--- src/rtl/imem_pkg.sv ---
// imem_pkg: shared definitions for the loadable instruction memory.
//   NOP     - architectural LEGv8 NOP returned for unloaded locations
//   state_t - load/run state of the memory controller
//   parity  - even-parity helper used when IMEM_PARITY_EN is defined
package imem_pkg;

    localparam logic [31:0] NOP = 32'hd503201f;

    typedef enum logic {
        LOAD = 1'b0,
        RUN  = 1'b1
    } state_t;

    // Returns the bit that makes the total number of ones even.
    function automatic logic parity(input logic [63:0] d);
        return ^d;
    endfunction

endpackage

--- src/rtl/imem_ram.sv ---
// imem_ram: single-port synchronous RAM with registered read data.
// Parameters:
//   W      - word width
//   DEPTH  - number of words
//   ADDR_W - address width
// Ports:
//   clk   - rising-edge clock
//   reset - asynchronous active-high reset (clears the read register only)
//   we    - write enable, writes wdata at addr
//   re    - read enable, loads mem[addr] into rdata
//   addr  - shared word address
//   wdata - write data
//   rdata - registered read data, holds when re is low
module imem_ram #(
    parameter int unsigned W      = 32,
    parameter int unsigned DEPTH  = 64,
    parameter int unsigned ADDR_W = 6
) (
    input  logic              clk,
    input  logic              reset,
    input  logic              we,
    input  logic              re,
    input  logic [ADDR_W-1:0] addr,
    input  logic [W-1:0]      wdata,
    output logic [W-1:0]      rdata
);

    logic [W-1:0] mem [DEPTH];

    // Array contents are intentionally not reset; the controller's count
    // decides which words are live.
    always_ff @(posedge clk) begin
        if (we) begin
            mem[addr] <= wdata;
        end
    end

    always_ff @(posedge clk or posedge reset) begin
        if (reset) begin
            rdata <= '0;
        end else if (re) begin
            rdata <= mem[addr];
        end
    end

endmodule

--- src/rtl/imem_loadable.sv ---
// imem_loadable: loadable instruction memory for the LEGv8 fetch stage.
// A load port fills the memory word by word from word 0; fetches are served
// with a registered one-cycle read once loading has finished. Addresses at or
// beyond the loaded word count return the architectural NOP.
// Build option: define IMEM_PARITY_EN to store an even-parity bit per word
// and report mismatches on perr; otherwise perr is tied to 0.
// Ports:
//   clk, reset          - clock and asynchronous active-high reset
//   addr, req           - fetch word address and request
//   q, valid            - fetched word and its one-cycle valid flag
//   stall               - fetch must hold its PC (high while loading)
//   ld_start            - restart loading from word 0 (cancels reads)
//   ld_valid, ld_data   - offered load word
//   ld_last             - marks the final word of an image
//   ld_ready            - load port accepts words
//   ld_done             - one-cycle pulse after the final word is accepted
//   perr                - parity error on the current q
module imem_loadable
    import imem_pkg::*;
#(
    parameter int unsigned N      = 32,
    parameter int unsigned ADDR_W = 6,
    parameter int unsigned DEPTH  = 64
) (
    input  logic              clk,
    input  logic              reset,
    input  logic [ADDR_W-1:0] addr,
    input  logic              req,
    output logic [N-1:0]      q,
    output logic              valid,
    output logic              stall,
    input  logic              ld_start,
    input  logic              ld_valid,
    input  logic [N-1:0]      ld_data,
    input  logic              ld_last,
    output logic              ld_ready,
    output logic              ld_done,
    output logic              perr
);

`ifdef IMEM_PARITY_EN
    localparam int unsigned W = N + 1;
`else
    localparam int unsigned W = N;
`endif

    localparam logic [ADDR_W-1:0] LAST_PTR = ADDR_W'(DEPTH - 1);
    localparam logic [ADDR_W-1:0] PTR_ONE  = 1;
    localparam logic [ADDR_W:0]   CNT_MAX  = DEPTH[ADDR_W:0];
    localparam logic [ADDR_W:0]   CNT_ONE  = 1;

    state_t            state_q, state_d;
    logic [ADDR_W-1:0] wr_ptr_q, wr_ptr_d;
    logic [ADDR_W:0]   cnt_q, cnt_d;
    logic              valid_q;
    logic              nop_q;
    logic              ld_done_q;

    logic              accept;
    logic              last_word;
    logic              rd_en;
    logic [ADDR_W-1:0] ram_addr;
    logic [W-1:0]      ram_wdata;
    logic [W-1:0]      ram_rdata;

    // Handshake outputs come straight from the state register.
    assign ld_ready = (state_q == LOAD);
    assign stall    = (state_q == LOAD);

    // ld_start wins over both a load acceptance and a fetch.
    assign accept    = ld_ready & ld_valid & ~ld_start;
    assign last_word = ld_last | (wr_ptr_q == LAST_PTR);
    assign rd_en     = (state_q == RUN) & req & ~ld_start;
    assign ram_addr  = (state_q == LOAD) ? wr_ptr_q : addr;

    always_comb begin
        state_d  = state_q;
        wr_ptr_d = wr_ptr_q;
        cnt_d    = cnt_q;
        if (ld_start) begin
            state_d  = LOAD;
            wr_ptr_d = '0;
            cnt_d    = '0;
        end else if (accept) begin
            wr_ptr_d = wr_ptr_q + PTR_ONE;
            if (cnt_q != CNT_MAX) begin
                cnt_d = cnt_q + CNT_ONE;
            end
            if (last_word) begin
                state_d = RUN;
            end
        end
    end

    always_ff @(posedge clk or posedge reset) begin
        if (reset) begin
            state_q   <= LOAD;
            wr_ptr_q  <= '0;
            cnt_q     <= '0;
            valid_q   <= 1'b0;
            nop_q     <= 1'b0;
            ld_done_q <= 1'b0;
        end else begin
            state_q   <= state_d;
            wr_ptr_q  <= wr_ptr_d;
            cnt_q     <= cnt_d;
            valid_q   <= rd_en;
            ld_done_q <= accept & last_word;
            // Liveness is captured with the read so q holds between requests.
            if (rd_en) begin
                nop_q <= ({1'b0, addr} >= cnt_q);
            end
        end
    end

`ifdef IMEM_PARITY_EN
    assign ram_wdata = {parity(64'(ld_data)), ld_data};
    assign perr      = valid_q & ~nop_q & (parity(64'(ram_rdata[N-1:0])) != ram_rdata[N]);
`else
    assign ram_wdata = ld_data;
    assign perr      = 1'b0;
`endif

    imem_ram #(
        .W      (W),
        .DEPTH  (DEPTH),
        .ADDR_W (ADDR_W)
    ) u_ram (
        .clk   (clk),
        .reset (reset),
        .we    (accept),
        .re    (rd_en),
        .addr  (ram_addr),
        .wdata (ram_wdata),
        .rdata (ram_rdata)
    );

    assign q       = nop_q ? N'(NOP) : ram_rdata[N-1:0];
    assign valid   = valid_q;
    assign ld_done = ld_done_q;

endmodule

--- config.mk ---
export PLATFORM = sky130hd
export DESIGN_NAME = imem_loadable
export DESIGN_NICKNAME = d
export VERILOG_FILES = /design/src/rtl/imem_pkg.sv /design/src/rtl/imem_ram.sv /design/src/rtl/imem_loadable.sv
export SDC_FILE = /design/constraint.sdc
export NUM_CORES = 2
export LEC_CHECK = 0
export BUFFER_PORTS_ARGS = -buffer_cell sky130_fd_sc_hd__buf_2
export CELL_PAD_IN_SITES_DETAIL_PLACEMENT = 1
export CELL_PAD_IN_SITES_GLOBAL_PLACEMENT = 1
export CORE_UTILIZATION = 45
export CTS_CLUSTER_DIAMETER = 40
export DETAILED_ROUTE_END_ITERATION = 16
export GPL_TIMING_DRIVEN = 0
export HOLD_SLACK_MARGIN = 0.03
export PLACE_DENSITY = 0.69
export SYNTH_ARGS = -nofsm -noshare
export SYNTH_HDL_FRONTEND = slang
export SYNTH_SLANG_ARGS = --single-unit
--- constraint.sdc ---
create_clock -name clk -period 4 [get_ports clk]
set_clock_uncertainty 0.05 [all_clocks]
set_input_delay 0.2 -clock clk [delete_from_list [all_inputs] [get_ports clk]]
set_output_delay 0.2 -clock clk [all_outputs]
set_load 0.01 [all_outputs]
==> summary.md <==
| Metric | Value |
|---|---|
| IO Pins | `81` |
| Avg Inst Size Synth | `17.87 um2` |
| CTS buffer count | `275` |
| Crit path max-delay family | `compound AO/OA/AOI/OAI gates` |
| Commonest cells after routing, fill and taps aside | `2,048 x edfxtp_1, 1,025 x mux2i_1, 514 x o22ai_1` |
| Vias | `49.14k` |
| Die Area | `181,300 um2` |
| Clock Path Buffers | `4` |
| Die width | `425.8 um` |
| Power Density | `560.4 nW/um2` |
| Max_cap viols | `1` |
| WL/cell | `38.59 um` |
| Unrepaired setup endpoints after global routing | `yes` |
| Post-layout power | `0.05382 W` |
| Top-area cell type share of the netlist area | `76.10%` |
| Final Max Tran Viols | `65` |
| EDFF count, synth | `2,048` |
| Global-route wire length before repair | `392.4 mm` |
| Comb pwr share | `10.0%` |
| Worst r2r path cells | `9` |
| Ys Warns | `0` |
| Synth Register Bits | `2,097` |
| Worst VDD drop | `531.3 uV` |
| CTS clk-pin slew, worst paths | `60 ps` |
| Critical Path RT | `4730 ps` |
| # rows | `155` |
| Detailed Route Iter0 Violations | `7,189` |
| Synth top area cells | `edfxtp_1 76%, mux2i_1 13%, o22ai_1 4.0%` |
| Int Pwr | `0.04039 W` |
| Max stage delay cell, worst path | `o21ai_0` |
| # H-tree levels | `5` |
| Final min period | `4267 ps` |
| Hold path depth | `4` |
| Commonest non-fill, non-tap cell in the layout | `edfxtp_1` |
| Post-Syn Area | `80,820 um2` |
| Post-route DRC | `2` |
| Worst-margin pin slew | `1523 ps` |
| Syn Nets | `4,576` |
| CP Max Fanout | `10` |
| Hold Path End | `nop_q$_DFFE_PP0P_` |
| Initial antenna violation count | `38` |
| RR Endpoint | `u_ram.rdata[22]$_DFFE_PP0P_` |
| Failing checks | `DRC, capacitance limit, slew limit, setup timing` |
| Largest area contributor in the netlist | `edfxtp_1` |
| CTS tree | `built` |
| Top_reg_cell synth | `edfxtp_1` |
| Share of layout cells above drive strength 1 | `17.52%` |
| Hold Crit Class | `in -> reg` |
| # setup viols final | `477` |
| Worst Setup End Kind | `flip-flop` |
| Largest net degree at the start of global routing | `65` |
| Leakage Power | `35.12 nW` |
| Crit Path Class | `reg -> reg` |
| Via density | `6.473` |
| Worst setup margin | `-267.1 ps` |
| Worst-Skew Late Latency | `910 ps` |
| DP HPWL | `186.9 mm` |
| Cells after Synth | `4,523` |
| Final instance area | `96,040 um2` |
| Setup TNS | `-27,670 ps` |
| HP Start | `addr[5]` |
| Flop pwr share | `45.5%` |
| Startpoint types | `flip-flop` |
| Max incr delay on CP | `1000 ps` |
| Buffers on Ports | `78` |
| Unique masters post-synth | `46` |
| Part of the power in the clock network | `44.5%` |
| FF-to-FF setup slack | `-270 ps` |
| Area after DPL | `86,200 um2` |
| Status | `finished, violations left` |
| Fill count | `16.07k` |
| Number of global-route vias before repair | `48.79k` |
| Core Box Area | `178,400 um2` |
| TritonRoute pass-1 iters | `11` |
| Area grow syn2layout | `18.84%` |
| CTS root buf | `clkbuf_16` |
| Fin. Hold Viols | `0` |
| Period utilisation layout | `106.7%` |
| Final net count | `5,085` |
| Seq/Total Area, Yosys | `77.61%` |
| FFs w/ async S/R, synth | `2.337%` |
| Sw power | `0.01344 W` |
| Final WL | `292.9 mm` |
| Worst relative slew slack | `-1.565%` |
| Switching share of power | `24.97%` |
| GRT Util Overall | `31.64%` |
| Grt total ovfl | `0` |
| Die height | `425.8 um` |
| RD Place Congestion | `0.9149` |
| Crit path DAT | `5000 ps` |
| CTS sink cnt | `2,097` |
| CP Cell Sequence | `mux2i_1, buf_2, clkbuf_2, buf_2, mux2i_1, o22ai_1, o21ai_0, nand3_1, o32a_1` |
| Routed Antenna Nets | `0` |
| WP buf/inv | `3` |
| Starting density of the core | `45.30%` |
| Peak Freq | `234.3 MHz` |
| Reg2reg start | `wr_ptr_q[0]$_DFFE_PP0P_` |
-- worst register-to-register path, stage by stage, from the launching register on --
cell and delay [ps]:
dfrtp_1 500, mux2i_1 180, buf_2 300, clkbuf_2 450, buf_2 560, mux2i_1 280, o22ai_1 130, o21ai_0 1000
nand3_1 290, o32a_1 400
-- flip-flops by register name, indices dropped and copies added, names as in the netlist --
name         cells
wr_ptr_q         6
u_ram.mem     2048
nop_q            1
u_ram.rdata     32
state_q          1
cnt_q            7
ld_done          1
valid            1
-- synth_stat cells (all sizes together) (2+ instances only) --
cell type / count
a32o: 2
nand2: 53
edfxtp: 2048
clkbuf: 103
o32a: 34
nor2: 87
dfrtp: 49
ha: 9
o22ai: 514
or3: 2
xnor2: 6
buf: 173
a32oi: 2
nand2b: 9
o21ai: 261
a21oi: 5
nand3: 35
inv: 12
nor4: 2
mux2i: 1026
or2: 13
nor3: 4
xor2: 2
a21o: 4
nand4: 35
nor2b: 21
-- area by class of cell --
| type | count | area [um2] | share of cell area, % |
|---|---|---|---|
| flip-flops and latches | 2097 | 62730 | 65.31 |
| multi-input cells | 2138 | 17340 | 18.06 |
| clock buffers | 313 | 7257 | 7.556 |
| well taps | 2355 | 2947 | 3.068 |
| repair buffers | 233 | 2788 | 2.903 |
| clock inverters | 159 | 1483 | 1.544 |
| plain buffers | 275 | 1430 | 1.489 |
| inverters | 12 | 47.55 | 0.04951 |
| diodes | 9 | 22.52 | 0.02345 |
-- kinds of logic after synthesis --
| logic type | synth area share, % |
|---|---|
| other cells | 0.004640 |
| fa+ha+maj | 0.1393 |
| xor+xnor | 0.08670 |
| compound gates | 6.222 |
| buf+inv | 1.657 |
| simple gates | 1.556 |
| mux | 12.72 |
| flops | 77.61 |
-- worst max path at each step --
| stage | from | endpoint | cells past startpoint |
|---|---|---|---|
| final | wr_ptr_q[0]$_DFFE_PP0P_ | u_ram.rdata[22]$_DFFE_PP0P_ | 9 |
| after global routing | wr_ptr_q[0]$_DFFE_PP0P_ | u_ram.rdata[22]$_DFFE_PP0P_ | 9 |
| after CTS | wr_ptr_q[0]$_DFFE_PP0P_ | u_ram.rdata[4]$_DFFE_PP0P_ | 9 |
| after detailed placement | wr_ptr_q[0]$_DFFE_PP0P_ | u_ram.rdata[4]$_DFFE_PP0P_ | 9 |
| after global placement | wr_ptr_q[2]$_DFFE_PP0P_ | u_ram.mem[4][1]$_DFFE_PP_ | 8 |
| after floorplan | state_q$_DFFE_PP0P_ | u_ram.mem[13][0]$_DFFE_PP_ | 8 |
-- power by group through the flow --
stage	Combinational, W	Sequential [W]	Clock (W)
2_1_floorplan	0.00280	0.0248	0
3_3_place_gp	0.00496	0.0250	0
3_5_place_dp	0.00510	0.0250	0
4_1_cts	0.00523	0.0245	0.0240
5_1_grt	0.00547	0.0245	0.0247
6_report	0.00538	0.0245	0.0239
-- through the flow --
step / cells / hold WS, ps / utilization [%] / setup WS [ps]
2_1_floorplan: 4523 / 248.9 / - / 546.2
3_3_place_gp: 6956 / 479.9 / 47.17 / -3240
3_5_place_dp: 7029 / 177.8 / 48.31 / -1363
4_1_cts: 7534 / 64.34 / 53.51 / -36.11
5_1_grt: 7582 / 55.24 / 53.82 / -62.62
6_report: 7591 / 103.2 / 53.83 / -267.1
-- timing repair --
action,4_1_cts,5_1_grt
endpoints found under the setup margin,1228,307
hold buffers,18,14
endpoints found under the hold margin,669,892
pin swaps,23,16
setup buffers,16,32
resized for setup,106,36
-- per-layer routing --
metal	up-vias	routed length (um)	share of wire, %	global-route usage (%)
met2	3323	133800	46	48.90
met1	25580	107100	37	40.52
met5	-	186	0.064	0
met3	881	31190	11	7.687
met4	30	20630	7.0	19.12
li1	19330	-	-	-
Power figures use the tool's default switching activity.
